### src/rtl/tqvp_intercal_readout.sv
// INTERCAL READ OUT formatter: turns a 16-bit value into butchered-Roman bytes,
// thousands first with bit7 set as the overbar, drained one byte per read of 0x04.
module tqvp_intercal_readout (
    input  logic        clk,
    input  logic        rst_n,
    input  logic [7:0]  ui_in,
    output logic [7:0]  uo_out,
    input  logic [5:0]  address,
    input  logic [31:0] data_in,
    input  logic [1:0]  data_write_n,
    input  logic [1:0]  data_read_n,
    output logic [31:0] data_out,
    output logic        data_ready
);

    // state  | meaning
    // S_IDLE | no conversion running
    // S_DIV  | repeated subtraction of 1000: R = remainder, T = thousands
    // S_HI   | emitting Roman digits of T with overbar
    // S_LO   | emitting Roman digits of R ('_' when the whole value is 0)
    // S_FIN  | conversion finished, raise done and drop busy
    typedef enum logic [2:0] {S_IDLE, S_DIV, S_HI, S_LO, S_FIN} state_t;

    state_t      state_q, state_d;
    logic [15:0] r_q, r_d;
    logic [6:0]  t_q, t_d;
    logic [9:0]  v_q, v_d;
    logic [3:0]  k_q, k_d;
    logic        sub_q, sub_d;
    logic [7:0]  char_q, char_d;
    logic        char_valid_q, char_valid_d;
    logic [7:0]  count_q, count_d;
    logic        done_q, done_d;
    logic        busy_q, busy_d;

    logic        wr_en;
    logic        rd_char;
    logic [9:0]  w_k;
    logic [6:0]  ch;
    logic        unused_ok;

    function automatic logic [9:0] weight(input logic [3:0] k);
        case (k)
            4'd0:    weight = 10'd1000;
            4'd1:    weight = 10'd900;
            4'd2:    weight = 10'd500;
            4'd3:    weight = 10'd400;
            4'd4:    weight = 10'd100;
            4'd5:    weight = 10'd90;
            4'd6:    weight = 10'd50;
            4'd7:    weight = 10'd40;
            4'd8:    weight = 10'd10;
            4'd9:    weight = 10'd9;
            4'd10:   weight = 10'd5;
            4'd11:   weight = 10'd4;
            default: weight = 10'd1;
        endcase
    endfunction

    // First character of each table string
    function automatic logic [6:0] char_first(input logic [3:0] k);
        case (k)
            4'd0:                      char_first = 7'h4D;
            4'd1, 4'd3, 4'd4:          char_first = 7'h43;
            4'd2:                      char_first = 7'h44;
            4'd5, 4'd7, 4'd8:          char_first = 7'h58;
            4'd6:                      char_first = 7'h4C;
            4'd10:                     char_first = 7'h56;
            default:                   char_first = 7'h49;
        endcase
    endfunction

    // Second character, only meaningful for the odd (subtractive) entries
    function automatic logic [6:0] char_second(input logic [3:0] k);
        case (k)
            4'd1:    char_second = 7'h4D;
            4'd3:    char_second = 7'h44;
            4'd5:    char_second = 7'h43;
            4'd7:    char_second = 7'h4C;
            4'd9:    char_second = 7'h58;
            default: char_second = 7'h56;
        endcase
    endfunction

    assign uo_out     = 8'h00;
    assign data_ready = (data_read_n != 2'b11);
    assign unused_ok  = ^{ui_in, data_in[31:16]};

    assign wr_en   = (address == 6'h00) && ((data_write_n == 2'b01) || (data_write_n == 2'b10));
    assign rd_char = (address == 6'h04) && (data_read_n != 2'b11);
    assign w_k     = weight(k_q);
    assign ch      = sub_q ? char_second(k_q) : char_first(k_q);

    always_comb begin
        state_d      = state_q;
        r_d          = r_q;
        t_d          = t_q;
        v_d          = v_q;
        k_d          = k_q;
        sub_d        = sub_q;
        char_d       = char_q;
        char_valid_d = char_valid_q;
        count_d      = count_q;
        done_d       = done_q;
        busy_d       = busy_q;

        if (rd_char && char_valid_q)
            char_valid_d = 1'b0;

        case (state_q)
            S_DIV: begin
                if (r_q >= 16'd1000) begin
                    r_d = r_q - 16'd1000;
                    t_d = t_q + 7'd1;
                end else begin
                    k_d   = 4'd0;
                    sub_d = 1'b0;
                    if (t_q == 7'd0) begin
                        state_d = S_LO;
                        v_d     = r_q[9:0];
                    end else begin
                        state_d = S_HI;
                        v_d     = {3'b000, t_q};
                    end
                end
            end
            S_HI, S_LO: begin
                if (k_q == 4'd13) begin
                    if (state_q == S_HI) begin
                        state_d = S_LO;
                        v_d     = r_q[9:0];
                        k_d     = 4'd0;
                    end else if (count_q != 8'd0) begin
                        state_d = S_FIN;
                    end else if (!char_valid_q) begin
                        // nothing was emitted, so the value was zero
                        char_d       = 8'h5F;
                        char_valid_d = 1'b1;
                        count_d      = 8'd1;
                        state_d      = S_FIN;
                    end
                end else if (v_q < w_k) begin
                    k_d = k_q + 4'd1;
                end else if (!char_valid_q) begin
                    char_d       = {(state_q == S_HI), ch};
                    char_valid_d = 1'b1;
                    if (count_q != 8'hFF)
                        count_d = count_q + 8'd1;
                    if (k_q[0] && !sub_q) begin
                        sub_d = 1'b1;
                    end else begin
                        sub_d = 1'b0;
                        v_d   = v_q - w_k;
                    end
                end
            end
            S_FIN: begin
                done_d  = 1'b1;
                busy_d  = 1'b0;
                state_d = S_IDLE;
            end
            default: ;
        endcase

        // a new value always wins, including over a pop in the same cycle
        if (wr_en) begin
            state_d      = S_DIV;
            r_d          = data_in[15:0];
            t_d          = 7'd0;
            v_d          = 10'd0;
            k_d          = 4'd0;
            sub_d        = 1'b0;
            char_d       = 8'h00;
            char_valid_d = 1'b0;
            count_d      = 8'd0;
            done_d       = 1'b0;
            busy_d       = 1'b1;
        end
    end

    always_ff @(posedge clk) begin
        if (!rst_n) begin
            state_q      <= S_IDLE;
            r_q          <= 16'd0;
            t_q          <= 7'd0;
            v_q          <= 10'd0;
            k_q          <= 4'd0;
            sub_q        <= 1'b0;
            char_q       <= 8'h00;
            char_valid_q <= 1'b0;
            count_q      <= 8'd0;
            done_q       <= 1'b0;
            busy_q       <= 1'b0;
        end else begin
            state_q      <= state_d;
            r_q          <= r_d;
            t_q          <= t_d;
            v_q          <= v_d;
            k_q          <= k_d;
            sub_q        <= sub_d;
            char_q       <= char_d;
            char_valid_q <= char_valid_d;
            count_q      <= count_d;
            done_q       <= done_d;
            busy_q       <= busy_d;
        end
    end

    always_comb begin
        data_out = 32'h0;
        if (data_read_n != 2'b11) begin
            case (address)
                6'h00:   data_out = {16'h0, count_q, 5'b0, done_q, char_valid_q, busy_q};
                6'h04:   data_out = {24'h0, (char_valid_q ? char_q : 8'h00)};
                default: data_out = 32'h0;
            endcase
        end
    end

endmodule

### config.mk
export PLATFORM = sky130hd
export DESIGN_NAME = tqvp_intercal_readout
export DESIGN_NICKNAME = d
export VERILOG_FILES = /design/src/rtl/tqvp_intercal_readout.sv
export SDC_FILE = /design/constraint.sdc
export NUM_CORES = 1
export LEC_CHECK = 0
export CAP_MARGIN = 40
export CORE_ASPECT_RATIO = 2
export CORE_MARGIN = 4
export CORE_UTILIZATION = 40
export CTS_BUF_LIST = sky130_fd_sc_hd__clkbuf_16
export DETAILED_ROUTE_END_ITERATION = 8
export PLACE_DENSITY = 0.69
export SYNTH_ARGS = -nofsm -noshare
export SYNTH_HDL_FRONTEND = slang
export SYNTH_SLANG_ARGS = --single-unit
### constraint.sdc
create_clock -name clk -period 5.3 [get_ports clk]
set_input_delay 0.53 -clock clk [delete_from_list [all_inputs] [get_ports clk]]
set_output_delay 0.53 -clock clk [all_outputs]
set_load 0.1 [all_outputs]
# Word-level counts from Yosys, hierarchy flattened
# Memory sizes are Yosys's and may differ from the RTL's. A register that Yosys moved wholly into a read port is not among the register bits.
# Index checks and enable logic that the tools add are counted.
totals:
  ff_bits: 60
  romBits: 240
  input_bits: 52
  output_inout_bits: 41
  elab_cells: 144
  memories: 2
op_classes:
  n_addsub: 5
  magnitude_cmp: 2
  n_eq_ne: 34
  mux: 61
  bitwise: 1
  reduce_logical: 27
mem_list:
  columns: ["memory", "words", "width", "rd", "rd_ports_with_merged_regs", "write_ports", "line_no", "source"]
  rows:
  - ["(no name shown)", 16, 10, 1, 1, 0, "43", "case (k)"]
  - ["(no name shown)", 16, 5, 1, 1, 0, "62", "case (k)"]
op_table:
  columns: ["cell", "n"]
  rows:
  - ["two-way mux 8 bit", 14]
  - ["two-way mux 10 bit", 7]
  - ["two-way mux 16 bit", 4]
  - ["two-way mux 4 bit", 8]
  - ["case mux 16 bit (2 select lines)", 1]
  - ["case mux 5 bit (5 select lines)", 1]
  - ["!= test 3 bit (second input constant)", 7]
  - ["case mux 10 bit (2 select lines)", 1]
  - ["!= test 2 bit (second input constant)", 9]
  - ["greater-or-equal comparator 16 x 10 -> 1 bit (second input constant)", 1]
  - ["two-way mux 1 bit", 16]
  - ["subtractor 16 x 10 -> 16 bit (second input constant)", 1]
  - ["two-way mux 3 bit", 5]
  - ["AND reduction 4 bit", 3]
  - ["AND reduction 6 bit", 2]
  - ["< comparator 10 bit", 1]
  - ["nonzero test 2 bit", 5]
  - ["subtractor 10 bit", 1]
  - ["case mux 3 bit (3 select lines)", 1]
  - ["adder 8 x 1 -> 8 bit (second input constant)", 1]
  - ["== test 4 x 3 -> 1 bit (second input constant)", 2]
  - ["== test 4 bit (second input constant)", 2]
  - ["!= test 8 bit (second input constant)", 1]
  - ["case mux 4 bit (2 select lines)", 1]
  - ["other kinds (28)", 35]

# Logic depth before layout (Yosys ltp)
# Gate-level depths: netlist of run 1.
depth:
  word_depth: 9
  depth_mapped: 13
  mapped_depth_nobuf: 13

# Worst setup path after synthesis of run 1
# No wires, ideal clock.
synth_path:
  kind: "input to output"
  start: "in data_read_n[0]"
  end: "out data_out[1]"
  t_arrival_ps: 3116
  t_required_ps: 4770
  path_slack_ps: 1654
  cell_stages: 4
  n_path_buf: 0
  cell_sequence: "nand2_1 -> nor3b_1 -> nand2_1 -> a21oi_1"
synth_between:
  elab_chain_cells: 2
synth_lines:
  columns: ["item", "line_no", "source"]
  rows:
  - ["start: declaration", "11", "input logic [1:0] data_read_n,"]
  - ["!= test 2 bit", "211", "if (data_read_n != 2'b11) begin"]
  - ["two-way mux 16 bit", "211", null]
  - ["end: declaration", "12", "output logic [31:0] data_out,"]
# No other way between the ends.

# Final worst setup path of run 1
layout_path:
  start: "in address[0]"
  end: "reg w_k[2] (netlist name)"
layout_between:
  elab_chain_cells: 4
layout_lines:
  columns: ["item", "line_no", "source"]
  rows:
  - ["start: declaration", "8", "input logic [5:0] address,"]
  - ["logical NOT 6 bit", "89", "assign wr_en = (address == 6'h00) && ((data_write_n == 2'b01) || (data_write_n == 2'b10));"]
  - ["logical AND 1 bit", "89", null]
  - ["OR reduction 2 bit (no source line)", null, null]
  - ["two-way mux 4 bit (no source line)", null, null]
# No other way between the ends.
# A chain may end at the register's enable or synchronous reset.

==> summary by stage, run 1 <==
Power and ir drop
The clock share of power is about 28%. Internal power comes to ~1.2 mW. VDD sags by at most 0.208 mV. In this run switching power makes up 36.6% of total power. The power density normalized to cell area is 359 mW/mm^2.

The combinational fraction of design power is between 30% and 40%. Summed over all cells, the static leakage comes to roughly 2 nW. The part of the power in registers is a little over a third.

For this design the total switching power over the nets is between 600 and 700 uW.

Place
Buffers placed on the I/O ports in this run total 43. The detailed-placement wirelength estimate is 8060 um. The post-place instance area is about 0.0048 sq mm.

At the placement stage, the worst setup path has a slack of between 1000 and 1500 ps. Routability-driven placement finished with a final weighted congestion of slightly below 0.9.

Synth
Counting flops and latches in the post-synthesis netlist gives 73. After synthesis, the mean cell area works out to 8.25 sq um. The mapped netlist covers 0.00436 sq mm. Yosys printed 0 warnings.

The number of different library cells used by synthesis comes to 70. The share of the Yosys chip area taken by registers is around 33%. After technology mapping, the gate count stands at ~530. The library cell with the largest summed area after synthesis is sky130_fd_sc_hd__dfxtp_1. Counting flops with an async set or reset pin after synthesis yields a share of 0%. The most used flip-flop cell after synthesis is sky130_fd_sc_hd__dfxtp_1. Yosys mapped a number of flops with a built-in enable equal to 0.

By area the synthesized netlist is led by sky130_fd_sc_hd__dfxtp_1, sky130_fd_sc_hd__nor2_1, sky130_fd_sc_hd__ha_1. The portion of synthesized cell area occupied by the leading cell type is between 30% and 40%.

Clocking
The later pin in the worst-skew pair is clocked with a latency of 330 ps. CTS placed an instance of sky130_fd_sc_hd__clkbuf_16 at the clock tree root. After clock tree synthesis, the clock-pin slew on the worst setup and hold paths is 50 ps. TritonCTS built the clock tree. The setup fix buffers added after clock tree synthesis is 0.

CTS saw 73 sinks. No sink is reached through more buffers than the 2 on the longest clock path. The number of levels in the clock H-tree is 3. Gates resized during post-CTS repair numbered 0. The number of buffers created by CTS is 9. Hold repair after CTS inserted 0 buffers.

Timing
The final critical-path required period is 3780 ps. On the final layout, the worst hold slack is around 460 ps. The worst pin sits at a relative slew slack of between 40 and 50%. The final count of pins violating max slew is 0. The setup TNS is 0 ps. The final critical path takes up between 70 and 80% of the cycle. Setup violations remaining at the end of the flow were counted as 0. The number of failing hold endpoints at the final stage is 0.

Setup repair after global routing left no endpoint under its margin. Based on the critical path, the design can be clocked at up to 264 MHz. The pin slew with the least headroom to its limit is 862 ps. The final worst slack is about 1500 ps.

The largest clock skew in the final design is between 7 and 8 ps.

Setup path
The cell class contributing the biggest share of worst-path delay is simple AND/OR/NAND/NOR gates. The slack of the worst reg-to-reg path is roughly 1700 ps. Data on the critical path arrives at its endpoint at a little over 4000 ps. The biggest cell delay along the critical path is 540 ps. The worst register-to-register path ends at w_k[2].

The critical path is of the in2reg type. The cell occurring most often along the worst timing path is sky130_fd_sc_hd__or4_1. In this run the critical register-to-register path is launched from w_k[7].

The type of element launching the critical path is an input pin. The critical path runs through a total of 11 cells. The logic depth of the worst register-to-register path is 11. The critical path required time is around 5600 ps. Counting both buffers and inverters, the worst setup path holds a total of 3.

The capturing instance or port of the critical path is w_k[2]. The worst-path cell with the longest stage delay is sky130_fd_sc_hd__or4_1. Tracing the worst setup path back leads to its startpoint at address[0]. Traced cell by cell, the critical path runs through clkdlybuf4s50_1, or4_1, or4_1, buf_4, nand2_1, nor3_1, mux2i_2, inv_1, ha_1, mux2_4, o22ai_2. In this run the worst path has a maximum fanout of 33. STA classifies the critical path endpoint as a flop.

Route
For this run, design rule violations remaining after detail routing come to 0. The antenna violation net count after detailed routing is 0. The routed design has 10700 um of wire. The vias after detailed routing is about 3900. The wire length per cell after detailed routing is approximately 15 um. The mean number of vias per cell is between 5 and 6. For this run, the detailed router's first-pass iteration total came to 5. For this block, the initial DRC count from the detailed router was about 140.

Final layout
The share of cells above drive strength 1 is ~7.7%. The count of inserted antenna diode cells is 0. From synthesis to final layout, the design area changed by 16.6%. After filler insertion, the fill cell instance count of the layout stands at about 1100.

After routing the design area is slightly above 0.005 sq mm. Once layout is complete, the utilization of the core stands at around 48%. For this run, the post-layout net count is 640.

Status
The flow ran to the end, and the final reports show no timing, DRC or antenna violations.

Worst hold path
The tightest min-delay check is of the reg2reg type.

Floorplan
The floorplan has 53 rows. The floorplan step defined a core boundary enclosing about 0.011 sq mm. The die boundary height is around 160 um. The die covers roughly 0.013 sq mm. The overall die width is 81.9 um.

The top-level port count is between 90 and 100. The effective utilization at floorplan is 41.1%.

GRT
In the global route stage, overall resource usage came out at around 18%. The maximum number of pins on one net before global-route repair is 34. The initial antenna violation count is 0. The total global routing overflow is 0.

The global-route wire length before repair is between 15000 and 20000 um. The via count of the first global-routing pass is about 3800.

Run
The max capacitance violation total is 0.
-- worst min-delay path: stages (launching register included) --
cell and delay [ps]:
sky130_fd_sc_hd__dfxtp_1 310, sky130_fd_sc_hd__nand2_1 50, sky130_fd_sc_hd__a21oi_1 50
-- state kept, by name (all words and copies together) (netlist names), named ones only --
signal,count
char_valid_q,1
state_q,3
t_q,7
char_q,7
k_q,4
done_q,1
busy_q,1
r_q,16
v_q,10
count_q,8
w_k,9
sub_q,1
-- metrics by stage --
| step | power (mW) | cells |
|---|---|---|
| 2_1_floorplan | 1.19 | 553 |
| 3_3_place_gp | 1.30 | 687 |
| 3_5_place_dp | 1.32 | 694 |
| 4_1_cts | 1.83 | 708 |
| 5_1_grt | 1.93 | 708 |
| 6_report | 1.83 | 708 |
-- metal layers --
layer / vias to the layer above / global-route usage (%) / wire length, um
met5: - / 0 / 0
met4: 0 / 12.3 / 572
met3: 26 / 3.29 / 530
met2: 110 / 32.9 / 5760
met1: 1808 / 17.1 / 3880
li1: 1907 / - / -
-- how the worst min path moves through the flow --
| stage | cells past startpoint | endpoint | slack [ps] | from |
|---|---|---|---|---|
| 6_report | 2 | char_q[7] | 460 | char_q[7] |
| 5_1_grt | 2 | char_q[6] | 500 | char_q[6] |
| 3_5_place_dp | 2 | char_q[7] | 450 | char_q[7] |
| 2_1_floorplan | 2 | char_q[7] | 430 | char_q[7] |
| 3_3_place_gp | 2 | char_q[7] | 440 | char_q[7] |
| 4_1_cts | 2 | char_q[7] | 460 | char_q[7] |
-- power groups by stage --
stage	combinational [mW]	clock [mW]	sequential, mW
final	0.647	0.511	0.668
after CTS	0.645	0.524	0.666
after global routing	0.716	0.540	0.676
after floorplan	0.539	0	0.656
after global placement	0.625	0	0.675
after detailed placement	0.640	0	0.677
-- layout make-up --
cell class,count,area (sq um),share of cell area [%]
clock buffer,9,225,4.43
clock inverter,5,18.8,0.369
inverter,30,116,2.29
multi-input combinational,400,2570,50.5
sequential,73,1460,28.7
tap,137,171,3.37
timing repair buffer,54,524,10.3
-- kinds of logic (layout without fill, tap and decap cells) --
group	count (synthesis)	after routing	share of synthesized area, %
flops	73	73	33.5
compound gates	119	119	19.4
other cells	1	25	0.0860
simple gates	193	193	22.2
mux	13	13	3.24
fa+ha+maj	20	20	5.91
buf+inv	80	98	9.64
xor+xnor	30	30	6.02
-- cells in the mapped netlist, drive strengths merged, types with 7 or more instances --
master	instances
o21ai	20
inv	28
nor4	8
nor3	11
clkbuf	19
nand2	33
nand2b	8
dfxtp	73
and2	14
mux2i	10
a211oi	24
a21oi	18
xor2	7
nor2	68
xnor2	23
nand3	14
buf	31
a31oi	9
ha	19
-- layout by cell type, fill, tap and decap left out, drive strengths merged, types with 18 or more instances in the layout --
cell type       n
dfxtp          73
nor2           68
nand2          33
clkdlybuf4s50  32
inv            31
conb           25
a211oi         24
xnor2          23
buf            21
o21ai          20
ha             19
a21oi          18
No activity file was read; power rests on OpenSTA's default activity.
==> run 2: changes to the inputs <==
Settings changed: PLACE_DENSITY 0.69 to 0.72.
Clock period 5.3 ns to 3.2 ns, I/O delays scaled along.
==> run 2 against run 1 <==
- worst hold slack worse by 4.8 ps
- clock skew is 3.5 ps lower
- critical endpoint unchanged
- flip-flop and latch count stayed put
- die area stayed put
==> summary by stage, run 2 (same netlist as run 1, synthesis figures left out) <==
Timing
For the final database, setup skew stands at roughly 3.7 ps. At the pin with the least slew margin, the transition time is roughly 660 ps. The worst slew margin relative to its limit is 55.7%. The setup TNS is 0 ps.

The number of failing hold endpoints at the final stage is 0. The maximum clock rate is 337 MHz. Subtracting the final worst setup slack from the clock period gives 2970 ps. Setup violations remaining at the end of the flow were counted as 0. Setup repair after global routing left no endpoint under its margin. The ratio of final minimum period to clock period is between 90% and 100%. The final count of pins violating max slew is 0.

Final layout
Fill cells in the final layout number ~1000. The area taken by flip-flops and latches is about 0.0015 sq mm. The leading cell type in the layout, fill and taps excluded is sky130_fd_sc_hd__dfxtp_1.

r_q holds more flip-flops than any other register. For this run, the post-layout net count is between 600 and 700. Cells fill between 50% and 60% of the core in the end. The register with the most flip-flops in the layout has 16 of them. Cells with a size suffix above 1 make up about 12% of the layout.

The area growth from synthesis to layout is 24.4%. The count of inserted antenna diode cells is 0. The post-layout instance area is ~0.0054 sq mm. The multi-input combinational cells in the finished layout cover a total of about 0.0026 sq mm. In the layout the commonest cells are sky130_fd_sc_hd__dfxtp_1, sky130_fd_sc_hd__nor2_1, sky130_fd_sc_hd__nand2_1.

Setup path
The nature of the critical path endpoint is a flop. The logic depth of the worst register-to-register path is 11. The type of element launching the critical path is a flop. The maximum fanout along the worst path is 8. The critical path required time is 3470 ps. The worst setup path category is reg2reg. STA puts the critical path data arrival time at 3240 ps.

Clocking
The clock passes through at most 2 buffers. The number of hold buffers added after CTS is 0. The root buffer cell is sky130_fd_sc_hd__clkbuf_16. Clock-pin slew was measured on the worst setup and hold paths at 50 ps. TritonCTS built the clock tree. The insertion delay to the later sink of the worst-skew pair is between 300 and 400 ps. The H-tree generated during clock tree synthesis spans 3 levels.

Clock tree synthesis found a total of 73 sinks. In this run, CTS created clock tree buffers numbering 9.

GRT
The via count of the first global-routing pass is ~3800. The global-route wire length before repair is around 17000 um. The combined global-route utilization of all metal layers is between 15 and 20%. The total global routing overflow is 0. The maximum number of pins on one net before global-route repair is 31. The initial antenna violation count is 0.

Route
The mean number of vias per cell is between 5 and 6. The number of search-and-repair iterations in the first detailed-routing pass is 4. The detail route stage leaves a number of antenna-violating nets equal to 0. Dividing the detail-routed wire length by the instance count gives ~15 um. The final routed wirelength across all metal layers is about 11000 um. The detailed router finished its first iteration with between 150 and 200 violations.

The residual DRC count is 0. The vias after detailed routing is just under 4000.

Floorplan
The number of rows in the core area is 53. The total area inside the core boundary comes to 0.0106 sq mm. The die area is about 0.013 sq mm. The effective utilization at floorplan is around 41%. During I/O placement, the number of pins put on the boundary was 93. The overall die width is a little over 80 um.

The die boundary height is between 150 and 200 um.

Power and ir drop
The power consumption is about 3.4 mW. In this run the static leakage power is approximately 2.1 nW. The power density normalized to cell area is between 600 and 700 mW/mm^2.

The worst IR drop on VDD is approximately 0.37 mV.

Run
The max capacitance violation total is 0.

Place
The post-place instance area is 0.00507 sq mm. The count of buffers inserted at the top-level ports is 43. At the end of routability-driven placement, the weighted congestion stood at about 0.88. Detailed placement finished with a half-perimeter wire length of just over 8000 um.

Worst hold path
The class of the most critical hold timing path is reg2reg. The number of stages on the worst hold path is 2.

Status
The run finished with clean final reports.
-- run 2: final cells by class --
type	count	share of cell area [%]
repair buffers	68	14.1
well taps	137	3.16
clock buffers	9	4.15
inverters	30	2.14
multi-input cells	400	47.5
clock inverters	6	1.98
flip-flops and latches	73	26.9
-- run 2: power by group --
part | switching [mW] | internal, mW | total, mW
combinational | 0.674 | 0.444 | 1.12
sequential | 0.0948 | 1.02 | 1.11
clock | 0.373 | 0.753 | 1.13
-- run 2: per-stage QoR --
step / std cells / hold WS, ps / setup slack [ps]
6_report: 723 / 456 / 231
5_1_grt: 723 / 478 / 11.1
4_1_cts: 720 / 461 / 173
3_5_place_dp: 705 / 453 / 23.9
3_3_place_gp: 705 / 444 / 83.4
2_1_floorplan: 553 / 427 / 152
-- run 2: critical path, stage by stage, from the launching register on --
cell and delay (ps):
sky130_fd_sc_hd__dfxtp_1 330, sky130_fd_sc_hd__inv_1 70, sky130_fd_sc_hd__ha_1 400, sky130_fd_sc_hd__and3_1 190
sky130_fd_sc_hd__a21boi_0 250, sky130_fd_sc_hd__a21oi_1 90, sky130_fd_sc_hd__a31oi_1 480, sky130_fd_sc_hd__mux2_2 420
sky130_fd_sc_hd__clkinv_2 60, sky130_fd_sc_hd__ha_1 240, sky130_fd_sc_hd__mux2_4 280, sky130_fd_sc_hd__o22ai_2 100
-- run 2: worst paths after layout --
path	start	end	slack (ps)
min	char_q[7]	char_q[7]	460
max	w_k[7]	w_k[2]	230
max reg2reg	w_k[7]	w_k[2]	230
min reg2reg	char_q[7]	char_q[7]	460
-- run 2: layer usage --
metal,vias up,part of all wire (%),global-route usage [%]
li1,1933,-,-
met1,1837,35,16.5
met2,95,57,33.0
met3,26,3.8,3.64
met4,0,3.9,10.3
met5,-,0,0
-- run 2: timing repair --
action,CTS,global route
buffers inserted,0,3
gates resized for setup,0,2
hold endpoints to repair,0,0
endpoints found under the setup margin,0,9
==> run 3: changes to the inputs <==
Settings changed: GPL_TIMING_DRIVEN from default to 0.
==> run 3 against run 2 <==
- non-clock buffer count rose by 47
- clock skew grew 2.8 ps
- utilization grew 3.5 points
==> summary by stage, run 3 (same netlist as run 1, synthesis figures left out) <==
GRT
The maximum number of pins on one net before global-route repair is 13. Global routing used 19.3% of the available tracks. The initial antenna violation count is 0. Global routing finished with a remaining overflow of 0. The via count of the first global-routing pass came to 4180.

The global-route wire length before repair is 19200 um.

Setup path
The slack of the worst reg-to-reg path is 110 ps. The nature of the critical path endpoint is a flop. The maximum fanout along the worst path is 11. The critical path arrival is 3400 ps. For the worst setup path, the data required time is 3460 ps. The biggest cell delay along the critical path is 560 ps.

The type of element launching the critical path is an input pin. The slowest stage of the critical path belongs to the cell sky130_fd_sc_hd__or4_4. By startpoint and endpoint, the worst setup path is classified as in2reg. Walking the worst path, the cells encountered are clkdlybuf4s50_1, or4_4, or4_4, buf_4, nand2_1, buf_6, nor3_1, mux2_4, clkinv_4, ha_1, mux2_4, o22ai_2.

Worst hold path
The path class of the tightest hold or removal check is reg2reg.

Clocking
The insertion delay to the later sink of the worst-skew pair is roughly 340 ps. The number of levels in the clock H-tree is 3. The clock passes through at most 2 buffers. Clock tree synthesis inserted a total of 9 buffers. The post-CTS clock slew at the launch and capture registers of the worst setup and hold paths is 60 ps. The root buffer cell is sky130_fd_sc_hd__clkbuf_16. Counting every sink on the clock net gives 73. After clock tree synthesis, the flow added hold-fix buffers numbering 0. TritonCTS built the clock tree.

Power and ir drop
For this design the static power due to leakage is ~2.3 nW. The power consumption is between 3 and 4 mW. The power density normalized to cell area is 591 mW/mm^2. The worst IR drop on VDD is approximately 0.33 mV.

Final layout
The count of cells in the finished layout, fillers not included, comes to just under 800. The number of flip-flops under the largest register name is 16. The leading cell type in the layout, fill and taps excluded is sky130_fd_sc_hd__dfxtp_1. The share of the core filled with cells is 54.7%. The area added between synthesis and finish is 32.9%.

The share of cells above drive strength 1 is between 10% and 20%. The register with the most flip-flops in the final layout is r_q. The repair_antennas step left the layout with diodes totalling 0.

In the layout the commonest cells are sky130_fd_sc_hd__dfxtp_1, sky130_fd_sc_hd__nor2_1, sky130_fd_sc_hd__clkdlybuf4s50_1. The final layout contains 701 nets.

Place
The final weighted congestion of routability-driven global placement is roughly 0.87. The total instance count after detailed placement is around 750. The detailed-placement wirelength estimate is 9110 um.

Before CTS, the worst setup slack after placement is -581 ps. Input and output buffers added on the ports amount to 43.

Route
The final routed wirelength across all metal layers is ~12000 um. The number of search-and-repair iterations in the first detailed-routing pass is 5. The detailed router finished its first iteration with between 300 and 400 violations. The vias after detailed routing is between 4000 and 5000. The wire length per cell after detailed routing is around 15 um.

For this run, design rule violations remaining after detail routing come to 0. In this run the remaining antenna-violating nets after routing total 0. The mean number of vias per cell is around 5.4.

Floorplan
The effective utilization at floorplan is 41.1%. The overall die width is a little over 80 um. After floorplanning, the core was sized to cover roughly 0.011 sq mm.

The number of rows in the core area is 53. The die boundary height is around 160 um. The die area is ~0.013 sq mm.

between 90 and 100 I/O pins were placed.

Timing
The tightest hold path in the finished design has a slack of roughly 470 ps. Setup repair after global routing left no endpoint under its margin. The pin slew with the least headroom to its limit is roughly 640 ps. The final worst slack is approximately 65 ps.

The maximum clock rate is 319 MHz. Counting I/O delays and the setup requirement, the final critical path takes about 3100 ps. The number of failing hold endpoints at the final stage is 0. The largest clock skew in the final design is roughly 6.5 ps. Setup violations remaining at the end of the flow were counted as 0. The final count of pins violating max slew came to 0. Dividing the final minimum period by the clock period gives between 90% and 100%. Measured against its own limit, the worst slew margin works out to between 50% and 60%.

Run
The max capacitance violation total is 0.

Status
The flow ran to the end, and the final reports show no timing, DRC or antenna violations.
==> run 3: cell count changes in the layout (fill, tap and decap cells not counted), moves of 4 or more <==
cell	change
sky130_fd_sc_hd__clkdlybuf4s50_1	+14
sky130_fd_sc_hd__buf_16	+4
sky130_fd_sc_hd__buf_12	-15
sky130_fd_sc_hd__buf_8	+12
sky130_fd_sc_hd__buf_4	+5
sky130_fd_sc_hd__clkbuf_1	+17
sky130_fd_sc_hd__buf_2	+5
==> run 3: area by class of cell <==
cell class	count	area (sq um)
fill	963	4810
multi-input combinational	400	2650
sequential	73	1460
timing repair buffer	65	753
buffer	50	315
clock buffer	9	225
tap	137	171
inverter	30	120
clock inverter	6	108
==> run 3: stage by stage <==
| stage | instance area (sq um) | setup TNS, ps |
|---|---|---|
| after floorplan | 4460 | 0 |
| after global placement | 5060 | -9160 |
| after detailed placement | 5360 | -4430 |
| after CTS | 5770 | -2.74 |
| after global routing | 5800 | 0 |
| final | 5800 | 0 |
==> run 3: layer usage <==
metal | track usage (%) | wire length, um | up-vias
met1 | 18.6 | 4010 | 1957
met2 | 35.0 | 6580 | 136
met4 | 13.8 | 718 | 0
li1 | - | - | 2033
met5 | 0 | 0 | -
met3 | 3.70 | 507 | 48
==> run 3: path summary, 6_finish.rpt <==
kind,cells after the start,from,to
setup / recovery,12,address[0],w_k[2]
hold / removal,2,char_q[7],char_q[7]
setup reg to reg,12,w_k[0],w_k[2]
hold reg to reg,2,char_q[7],char_q[7]
==> run 3: power breakdown <==
group	switching (mW)	internal, mW	total [mW]
sequential	0.0767	1.02	1.09
clock	0.382	0.754	1.14
combinational	0.744	0.458	1.20
==> run 3: worst max-delay path, delay by kind of cell <==
kind | cells | cell delay, ps
AOI/OAI and AO/OA | 1 | 120
buffers and inverters | 4 | 810
and+or+nand+nor | 4 | 1230
muxes | 2 | 630
adders and majority gates | 1 | 280
==> run 3: timing repair <==
action                     4_1_cts  5_1_grt
setup endpoints to repair       18       15
setup buffers                    2        3
gates resized for setup         14        9
pin swaps                        1        3
